`src/rtl/dsp_i2s_pkg.sv`:
```
// Constants and helpers shared by the I2S/TDM transmit and receive datapaths.
package dsp_i2s_pkg;

  localparam int I2S_MODE_LJ  = 0;
  localparam int I2S_MODE_I2S = 1;

  // Width of a frame position counter that covers exactly one frame.
  function automatic int posn_width(input int frame_bits);
    return $clog2(frame_bits);
  endfunction

endpackage

```
`src/rtl/i2s_tx_tdm_if.sv`:
```
// Frame-wide valid/ready bus carrying CHANNELS samples of WIDTH bits each.
interface i2s_tx_tdm_if #(
  parameter int WIDTH    = 16,
  parameter int CHANNELS = 2
);

  logic [WIDTH*CHANNELS-1:0] in_data;
  logic                      in_valid;
  logic                      in_ready;

  modport master (output in_data, output in_valid, input in_ready);
  modport slave  (input in_data, input in_valid, output in_ready);

endinterface

```
`src/rtl/i2s_frame_hold.sv`:
```
// One-frame valid/ready holding register, emptied by a pop strobe at frame start.
module i2s_frame_hold #(
  parameter int DW = 32
) (
  input  logic          ck,
  input  logic          rst,
  input  logic [DW-1:0] in_data,
  input  logic          in_valid,
  output logic          in_ready,
  input  logic          pop,
  output logic [DW-1:0] hold_data,
  output logic          full
);

  logic [DW-1:0] hold_q, hold_d;
  logic          full_q, full_d;
  logic          accept;

  // A pop frees the slot in the same cycle, so a refill can land alongside it.
  always_comb begin
    in_ready = !full_q || pop;
    accept   = in_valid && in_ready;
    hold_d   = hold_q;
    full_d   = full_q;
    if (accept) begin
      hold_d = in_data;
      full_d = 1'b1;
    end else if (pop) begin
      full_d = 1'b0;
    end
  end

  always_ff @(posedge ck) begin
    if (rst) begin
      hold_q <= '0;
      full_q <= 1'b0;
    end else begin
      hold_q <= hold_d;
      full_q <= full_d;
    end
  end

  assign hold_data = hold_q;
  assign full      = full_q;

endmodule

```
`src/rtl/i2s_tx_tdm.sv`:
```
// I2S / left-justified TDM transmitter: buffers one frame ahead and shifts
// samples MSB-first into fixed-width slots, paced by the shared frame counter.
module i2s_tx_tdm
  import dsp_i2s_pkg::*;
#(
  parameter int WIDTH     = 16,
  parameter int CHANNELS  = 2,
  parameter int SLOT_BITS = 32,
  parameter int POSN_W    = 6,
  parameter int I2S_DELAY = I2S_MODE_I2S
) (
  input  logic              ck,
  input  logic              rst,
  input  logic              en,
  input  logic [POSN_W-1:0] frame_posn,
  i2s_tx_tdm_if.slave       in_if,
  output logic              sd,
  output logic              underrun
);

  localparam int FW   = WIDTH * CHANNELS;
  localparam int SB_W = $clog2(SLOT_BITS);
  localparam int KW   = POSN_W - SB_W;

  if (WIDTH > SLOT_BITS || CHANNELS < 2 ||
      POSN_W != posn_width(CHANNELS * SLOT_BITS) ||
      (1 << POSN_W) != CHANNELS * SLOT_BITS) begin : g_bad_cfg
    $error("i2s_tx_tdm: inconsistent WIDTH/CHANNELS/SLOT_BITS/POSN_W");
  end

  logic                 start;
  logic                 full;
  logic [FW-1:0]        hold_data;
  logic [FW-1:0]        load_frame;
  logic [FW-1:0]        src_frame;
  logic [FW-1:0]        cur_q, cur_d;
  logic [KW-1:0]        slot_idx;
  logic [WIDTH-1:0]     samp;
  logic [SLOT_BITS-1:0] slot_word;
  logic [SLOT_BITS-1:0] shreg_q, shreg_d;
  logic                 dly_q, dly_d;
  logic                 sd_q, sd_d;
  logic                 bit_now;

  assign start = en && (frame_posn == '0);

  i2s_frame_hold #(.DW(FW)) u_hold (
    .ck        (ck),
    .rst       (rst),
    .in_data   (in_if.in_data),
    .in_valid  (in_if.in_valid),
    .in_ready  (in_if.in_ready),
    .pop       (start),
    .hold_data (hold_data),
    .full      (full)
  );

  // At p=0 the frame being loaded is used directly so slot 0 needs no extra cycle.
  assign load_frame = full ? hold_data : '0;
  assign src_frame  = start ? load_frame : cur_q;
  assign slot_idx   = frame_posn[POSN_W-1:SB_W];

  always_comb begin
    samp = '0;
    for (int k = 0; k < CHANNELS; k++) begin
      if (slot_idx == KW'(k)) samp = src_frame[k*WIDTH +: WIDTH];
    end
    slot_word = SLOT_BITS'(samp) << (SLOT_BITS - WIDTH);
  end

  always_comb begin
    cur_d   = start ? load_frame : cur_q;
    shreg_d = shreg_q;
    dly_d   = dly_q;
    sd_d    = sd_q;
    bit_now = 1'b0;
    if (en) begin
      if (frame_posn[SB_W-1:0] == '0) begin
        bit_now = slot_word[SLOT_BITS-1];
        shreg_d = slot_word << 1;
      end else begin
        bit_now = shreg_q[SLOT_BITS-1];
        shreg_d = shreg_q << 1;
      end
      if (I2S_DELAY == I2S_MODE_I2S) begin
        sd_d  = dly_q;
        dly_d = bit_now;
      end else begin
        sd_d = bit_now;
      end
    end
  end

  always_ff @(posedge ck) begin
    if (rst) begin
      cur_q   <= '0;
      shreg_q <= '0;
      dly_q   <= 1'b0;
      sd_q    <= 1'b0;
    end else begin
      cur_q   <= cur_d;
      shreg_q <= shreg_d;
      dly_q   <= dly_d;
      sd_q    <= sd_d;
    end
  end

  assign sd       = sd_q;
  assign underrun = start && !full && !rst;

endmodule

```
`src/flat_wrapper.sv`:
```
// flat-port wrapper written by rule: the top's interface ports become plain ports
module i2s_tx_tdm_flat import dsp_i2s_pkg::*;
#(
  parameter int WIDTH     = 16,
  parameter int CHANNELS  = 2,
  parameter int SLOT_BITS = 32,
  parameter int POSN_W    = 6,
  parameter int I2S_DELAY = I2S_MODE_I2S
)
  (ck, rst, en, frame_posn, sd, underrun, in_if_in_data, in_if_in_valid, in_if_in_ready);
  i2s_tx_tdm_if #(.WIDTH(WIDTH), .CHANNELS(CHANNELS)) in_if_i ();
  input  logic ck;
  input  logic rst;
  input  logic en;
  input  logic [POSN_W-1:0] frame_posn;
  output logic sd;
  output logic underrun;
  input wire logic [$bits(in_if_i.in_data)-1:0] in_if_in_data;
  input wire logic [$bits(in_if_i.in_valid)-1:0] in_if_in_valid;
  output wire logic [$bits(in_if_i.in_ready)-1:0] in_if_in_ready;
  assign in_if_i.in_data = in_if_in_data;
  assign in_if_i.in_valid = in_if_in_valid;
  assign in_if_in_ready = in_if_i.in_ready;
  i2s_tx_tdm #(.WIDTH(WIDTH), .CHANNELS(CHANNELS), .SLOT_BITS(SLOT_BITS), .POSN_W(POSN_W), .I2S_DELAY(I2S_DELAY)) u_core (.ck(ck), .rst(rst), .en(en), .frame_posn(frame_posn), .in_if(in_if_i), .sd(sd), .underrun(underrun));
endmodule
```
`config.mk`:
```
export PLATFORM = sky130hd
export DESIGN_NAME = i2s_tx_tdm_flat
export DESIGN_NICKNAME = d
export VERILOG_FILES = /design/src/rtl/dsp_i2s_pkg.sv /design/src/rtl/i2s_tx_tdm_if.sv /design/src/rtl/i2s_frame_hold.sv /design/src/rtl/i2s_tx_tdm.sv /design/src/flat_wrapper.sv
export SDC_FILE = /design/constraint.sdc
export NUM_CORES = 1
export LEC_CHECK = 0
export CAP_MARGIN = 15
export CORE_UTILIZATION = 48
export CTS_CLUSTER_DIAMETER = 80
export DETAILED_ROUTE_END_ITERATION = 6
export MAX_ROUTING_LAYER = met4
export PLACE_DENSITY = 0.77
export SLEW_MARGIN = 10
export SYNTH_ARGS = -nofsm -noshare
export SYNTH_HDL_FRONTEND = slang
export SYNTH_SLANG_ARGS = --single-unit
```
`constraint.sdc`:
```
create_clock -name ck -period 1.8 [get_ports ck]
set_input_delay 0.27 -clock ck [delete_from_list [all_inputs] [get_ports ck]]
set_output_delay 0.27 -clock ck [all_outputs]
set_load 0.1 [all_outputs]
```
-- Word level (Yosys, flattened, before mapping)
Cells that the tools add are included.
- bits in registers: 99
- input bits: 42
- output and inout port bits: 3
- logic and storage cells: 23
- muxes and demuxes: 7
- reductions and logical operators: 10
- operators by type and width (cell ; number):
    $mux 32 ; 3
    $mux 16 ; 1
    $logic_not 6->1 ; 1
    $logic_not 5->1 ; 1
    $logic_and 1x1->1 ; 4
    $mux 1 ; 3
    $logic_not 1->1 ; 2
    $reduce_bool 2->1 ; 1
    $logic_or 1x1->1 ; 1

-- Longest topological paths before layout
Gate-level depths: netlist of run 1.
- word-level depth: 5
- gate-level depth with buffers: 6
- mapped depth without buffers: 3

-- Modules after synthesis
From an unflattened synthesis of run 1, not the netlist that was laid out.
- cells, all modules: 379
- area, all modules: 3384.5 um^2
- modules (own cells, without submodules) (module ; instances ; cells an instance ; area an instance (um^2) ; seq. area each (um^2)):
    i2s_tx_tdm ; 1 ; 229 ; 1940.6 ; 660.6
    i2s_frame_hold ; 1 ; 150 ; 1443.9 ; 660.6

-- Worst setup path after synthesis of run 1
OpenSTA, ideal clock, no wires.
- kind: input-to-reg
- start: input port frame_posn[0]
- end: register u_core.u_hold.full_q (netlist: u_core.u_hold.full)
- library setup time: 0.232 ns
- arrival time: 3.645 ns
- required time: 1.568 ns
- setup slack: -2.077 ns
- stages on the path: 5
- path buffers: 2
- cells stage by stage: or4_4 > clkbuf_1 > buf_2 > o31ai_1 > a21oi_1
- longest elaborated chain between the ends: 5
- elaborated cells on any way between the ends: 6
- classes of those cells: mux: 1; reduce/logical: 5
- RTL lines (what ; RTL line ; source):
    start, declared ; flat_wrapper.sv:15 ; input logic [POSN_W-1:0] frame_posn;
    $logic_not 6->1 * ; i2s_tx_tdm.sv:45 ; assign start = en && (frame_posn == '0);
    $logic_and 1x1->1 * ; i2s_tx_tdm.sv:45 ;
    $logic_or 1x1->1 * ; i2s_frame_hold.sv:21 ; in_ready = !full_q || pop;
    named net in_if_in_ready ; flat_wrapper.sv:20 ; output wire logic [$bits(in_if_i.in_ready)-1:0] in_if_in_ready;
    $logic_and 1x1->1 * ; i2s_frame_hold.sv:22 ; accept = in_valid && in_ready;
    $mux 1 or $reduce_bool 2->1 (tied branches) ; -- ;
    end signal, assigned ; i2s_frame_hold.sv:39 ; full_q <= full_d;
    end, declared ; i2s_frame_hold.sv:16 ; logic full_q, full_d;
Mark *: on every way through the listed nets, which the timed path passes. The rest lies on a longest branch.
A chain may end at the register's enable or synchronous reset.

-- Worst setup path after layout of run 1
- start: input port frame_posn[3]
- end: output port underrun
- longest elaborated chain between the ends: 4
- RTL lines (what ; RTL line ; source):
    $logic_not 6->1 ; i2s_tx_tdm.sv:45 ;
    $logic_and 1x1->1 ; i2s_tx_tdm.sv:45 ;
    $logic_and 1x1->1 (2 in a row) ; i2s_tx_tdm.sv:109 ; assign underrun = start && !full && !rst;
    end, declared ; flat_wrapper.sv:17 ; output logic underrun;
Every way passes these cells.

==> results.json, run 1 <==
{
  "seq_area_um2": 1320,
  "yosys_register_bits": 66,
  "viasPerCell": 5.85,
  "h-tree-depth": 3,
  "drc": 5,
  "status": "finished, violations left",
  "antennaDiodeCount": 0,
  "synth-adder-area-share_pct": 0,
  "antenna_left": 0,
  "seq_area_frac_synth_pct": 41.1,
  "worstMarginPinSlew_ps": 370,
  "rsz0062_at_grt": "yes",
  "io-pin-count": 45,
  "violations": "design-rule violations, negative setup slack",
  "power_w": 0.00326,
  "timing.hold.ws_ps": 457,
  "nNetsFinal": 448,
  "synthTopCellsByArea": "dfxtp_1 41%, nand2_1 11%, mux2i_1 10%",
  "grt_max_degree": 61,
  "cts_sinks": 66,
  "final_layout_size_suffix_gt1_share_pct": 14.1,
  "holdBufCountCts": 0,
  "hpwlAfterDp_mm": 4.69,
  "place_congestion": 0.788,
  "via_count": 2851,
  "drv_cap": 0,
  "clock_latency_ps": 350,
  "synth_nets": 410,
  "path_max_fanout": 2,
  "synthCells": 368,
  "grt_pass1_vias": 2677,
  "setup_violations": 2,
  "slew-limit-headroom_pct": 75.0,
  "die-area_um2": 7020,
  "synth_compound_area_share_pct": 23.1,
  "tritoncts": "yes",
  "clkSlewWorstSetupHoldPaths_ps": 60,
  "std_cell_rows": 29,
  "routedWlPerCell_um": 16.6,
  "vdd_ir_drop_max_mv": 0.518,
  "grt_pass1_wl_mm": 12.9,
  "layout_common_cells": "97 x nand2_1, 66 x dfxtp_1, 35 x clkdlybuf4s50_1",
  "cts.path.max_buffers": 2,
  "die_w_um": 83.8,
  "p_per_area_nw_per_um2": 785,
  "muxShareOfSynthArea_pct": 10.3,
  "syn-cell-area_um2": 3210,
  "synthDistinctLibCells": 24,
  "finalCriticalPeriod_ps": 1950,
  "critPathKind": "primary input to primary output",
  "coreArea_um2": 6420,
  "die_h_um": 83.8,
  "finalCritPeriodShare_pct": 108,
  "initial_core_util_pct": 50.0,
  "finalClockSkew_ps": 6.45,
  "synth.top_cell.area_share_pct": 41.1,
  "endpoint_kind": "primary output",
  "gr-usage-all-layers_pct": 23.7,
  "slew_viol_final": 0,
  "cts_buffers": 9,
  "synth_top_family_by_area": "compound AO/OA/AOI/OAI gates",
  "fmax_mhz": 512,
  "syn2layout_area_growth_pct": 29.4,
  "firstDrtPassIters": 7,
  "regToRegSetupSlack_ps": 420,
  "cp-start-kind": "primary input",
  "fin_ws_ps": -153,
  "final_common_cell": "nand2_1",
  "io_buffers": 44,
  "root_buffer": "clkbuf_8",
  "multiInputGateArea_um2": 1650,
  "overflow": 0,
  "finalWirelength_mm": 8.09,
  "yosysWarnings": 0,
  "critPathRequiredTime_ps": 1530,
  "fillCellCount": 510,
  "hold_viol": 0,
  "synthSimpleGateAreaFrac_pct": 16.8,
  "antenna_found_initial": 0,
  "yosysTopAreaCell": "dfxtp_1",
  "min_path_type": "flop to flop",
  "p_leak_nw": 1.45,
  "worst_ep_arrival_time_ps": 1680,
  "synth_xor_area_share_pct": 0,
  "syn_area_per_cell_um2": 8.73,
  "initialDrtViolationCount": 249
}
-- synthesized netlist by cell type --
master	count
buf_2	2
nand3b_1	16
o31ai_1	17
a21oi_1	1
o31ai_4	1
or4_4	1
a41o_1	1
o311ai_0	31
dfxtp_1	66
or3_1	1
buf_1	4
nand2b_1	3
clkbuf_1	36
o2111ai_1	15
nand2_1	97
nor3b_1	1
nor3_1	1
inv_1	17
buf_4	3
buf_6	3
nor2_1	2
o21ai_0	1
a2111o_1	15
mux2i_1	33
-- stage by stage --
stage               setup TNS (ps)  cells  instance area (µm²)  setup slack [ps]  util [%]
floorplan                    -1630    368                 3240              -647         -
global placement            -27800    462                 3780              -526      58.9
CTS                           -462    482                 4070              -252      63.3
detailed placement          -29400    462                 3780              -536      58.9
global route                  -357    487                 4160              -187      64.7
finish                        -255    487                 4160              -153      64.7
-- cells by family after synthesis --
kind of cell,after synthesis
buf+inv,65
mux,33
simple gates,122
compound gates,82
flops,66
-- area by class of cell --
| class | instances | area share, % |
|---|---|---|
| Inverter | 17 | 1.53 |
| Sequential cell | 66 | 31.8 |
| Timing Repair Buffer | 75 | 19.8 |
| Tap cell | 77 | 2.32 |
| Clock inverter | 2 | 0.843 |
| Clock buffer | 13 | 4.06 |
| Multi-Input combinational cell | 237 | 39.7 |
-- critical path, cell delays in order --
cell,delay [ps]
buf_6,90
or4_4,530
or3_4,370
nor3_4,220
buf_12,210
-- registers in the layout, indices dropped and copies added (netlist names) --
register                 cells
u_core.u_hold.full           1
u_core.dly_q                 1
u_core.u_hold.hold_data     32
u_core.shreg_q              15
u_core.sd                    1
u_core.cur_q                16
-- timing repair --
action,CTS,global route
resized for setup,20,13
pin swaps,4,5
gates cloned,1,3
hold endpoints to repair,0,0
buffers inserted,4,3
endpoints found under the setup margin,56,31
-- metal layers --
metal | share of wire [%] | track usage [%] | vias up
met4 | 1.6 | 8.62 | 0
li1 | - | - | 1413
met1 | 45 | 30.4 | 1335
met2 | 48 | 36.1 | 91
met5 | 0 | - | -
met3 | 5.4 | 6.13 | 12
-- report_power, final --
part           internal [W]  leakage (nW)  switching, W  total (W)
sequential          0.00151         0.537     0.0000259    0.00153
combinational      0.000217         0.806      0.000228   0.000445
clock              0.000744         0.106      0.000539    0.00128
total               0.00247          1.45      0.000793    0.00326
-- final timing paths --
| kind | start | to | cells past startpoint |
|---|---|---|---|
| setup reg to reg | u_core.u_hold.full | u_core.shreg_q[21] | 4 |
| hold / removal | u_core.u_hold.hold_data[31] | u_core.u_hold.hold_data[31] | 2 |
| setup / recovery | frame_posn[3] | underrun | 5 |
| hold reg to reg | u_core.u_hold.hold_data[31] | u_core.u_hold.hold_data[31] | 2 |
Note: power is estimated with default switching activity, not from simulation.
==> inputs of run 2 (changes only) <==
Settings changed: CTS_CLUSTER_SIZE from default to 10, MAX_ROUTING_LAYER met4 to default.
==> run 2 against run 1 <==
Effect of this change: the run still ends with design-rule violations, negative setup slack left; largest power group unchanged; first-iteration DRC count fell by 5.2%; final area fell by 0.27%; sequential share of layout area rose by 0.086 points; setup slack got worse by 8.2 ps; clock power barely moved; utilization fell by 0.18 points; critical path depth did not move; clock skew barely moved; flip-flop and latch count did not move; die area did not move; global-route usage fell by 0.66 points.
==> results.json, run 2 (same netlist as run 1, synthesis figures left out) <==
{
  "status": "finished, violations left",
  "violations": "design-rule violations, negative setup slack",
  "critPathKind": "primary input to primary output",
  "clock_latency_ps": 340,
  "h-tree-depth": 3,
  "die_h_um": 83.8,
  "pre_cts_ws_ps": -536,
  "firstDrtPassIters": 7,
  "initial_core_util_pct": 50.0,
  "critPathRequiredTime_ps": 1530,
  "grt_pass1_vias": 2678,
  "finalCriticalPeriod_ps": 1960,
  "place_congestion": 0.777,
  "slew-limit-headroom_pct": 72.2,
  "worstMarginPinSlew_ps": 411,
  "slowest_delay_ps": 530,
  "cts.path.max_buffers": 2,
  "met3_usage_pct": 6.13,
  "final_util_pct": 64.6,
  "antennaDiodeCount": 0,
  "antenna_found_initial": 0,
  "die-area_um2": 7020,
  "hold_viol": 0,
  "antenna_left": 0,
  "endpoint_kind": "primary output",
  "cp-start-kind": "primary input",
  "finalWirelength_mm": 8.03,
  "p_per_area_nw_per_um2": 785,
  "finalCritPeriodShare_pct": 109,
  "viasPerCell": 5.91,
  "std_cell_rows": 29,
  "coreArea_um2": 6420,
  "fin_ws_ps": -161,
  "cts_buffers": 9,
  "via_count": 2880,
  "drv_cap": 0,
  "layout_common_cells": "97 x nand2_1, 66 x dfxtp_1, 35 x clkdlybuf4s50_1",
  "grt_max_degree": 61,
  "routedWlPerCell_um": 16.5,
  "initialDrtViolationCount": 236,
  "path_cells": "buf_6, or4_4, or3_4, nor3_4, buf_12",
  "largest_reg_flops": 32,
  "gr-usage-all-layers_pct": 23.1,
  "io_buffers": 44,
  "die_w_um": 83.8,
  "min_path_type": "flop to flop",
  "p_leak_nw": 1.44,
  "setup_violations": 2,
  "grt_use_met1_pct": 30.4,
  "final_layout_size_suffix_gt1_share_pct": 14.1,
  "syn2layout_area_growth_pct": 29.0,
  "path_delay_family": "simple AND/OR/NAND/NOR gates",
  "rsz0062_at_grt": "yes",
  "hpwlAfterDp_mm": 4.69,
  "root_buffer": "clkbuf_8",
  "vdd_ir_drop_max_mv": 0.521,
  "fmax_mhz": 510,
  "grt.met2_usage_pct": 36.1,
  "overflow": 0,
  "path_max_fanout": 2,
  "grt_pass1_wl_mm": 12.9,
  "finalClockSkew_ps": 6.73,
  "final_common_cell": "nand2_1",
  "io-pin-count": 45,
  "clkSlewWorstSetupHoldPaths_ps": 60,
  "slew_viol_final": 0,
  "crit_buf_inv": 2,
  "grt.busiest_layer": "met2",
  "tritoncts": "yes",
  "worst_path_max_delay_cell": "or4_4",
  "nNetsFinal": 448,
  "cts_sinks": 66,
  "drc": 5,
  "worst_ep_arrival_time_ps": 1690
}
run 2: cell counts in the layout (fill, tap and decap cells not counted):
Identical to the previous run, type by type.
run 2: repair_timing:
item | 4_1_cts | 5_1_grt
pin swaps | 4 | 5
setup buffers | 4 | 4
hold buffers | 0 | 0
resized for setup | 20 | 8
setup endpoints to repair | 56 | 31
cloned | 1 | 2
run 2: layout make-up:
class                           instances  area [µm²]
Fill cell                             510        2280
Clock inverter                          2        35.0
Multi-Input combinational cell        237        1650
Sequential cell                        66        1320
Inverter                               17        63.8
Clock buffer                           13         169
Timing Repair Buffer                   75         812
Tap cell                               77        96.3
run 2: path summary, 6_finish.rpt:
| kind | startpoint | endpoint | slack [ps] | cells after the start |
|---|---|---|---|---|
| setup / recovery | frame_posn[3] | underrun | -160 | 5 |
| hold / removal | u_core.u_hold.hold_data[31] | u_core.u_hold.hold_data[31] | 460 | 2 |
| setup reg to reg | u_core.u_hold.full | u_core.shreg_q[21] | 420 | 4 |
| hold reg to reg | u_core.u_hold.hold_data[31] | u_core.u_hold.hold_data[31] | 460 | 2 |
run 2: where the power goes:
| part | internal (W) | total (W) | switching, W |
|---|---|---|---|
| clock | 0.000744 | 0.00128 | 0.000538 |
| combinational | 0.000213 | 0.000439 | 0.000226 |
| sequential | 0.00151 | 0.00153 | 0.0000261 |
run 2: metal layers:
metal	wire, µm	share of wire (%)	up-vias
li1	-	-	1405
met1	3650	45	1367
met2	3780	47	88
met3	414	5.2	20
met4	184	2.3	0
met5	0	0	-
run 2: stage by stage:
stage	instances	instance area (µm²)	total power (W)	setup TNS [ps]	hold slack, ps
floorplan	368	3240	0.00179	-1630	399
global placement	462	3780	0.00196	-27800	443
detailed placement	462	3780	0.00197	-29400	448
CTS	482	4070	0.00324	-462	461
global route	487	4150	0.00337	-561	478
finish	487	4150	0.00326	-264	458
run 2: tightest hold or removal path: cells and delay by family, from the launching register on:
kind,cells,cell delay (ps)
mux,1,50
flops,1,310
simple gates,1,50
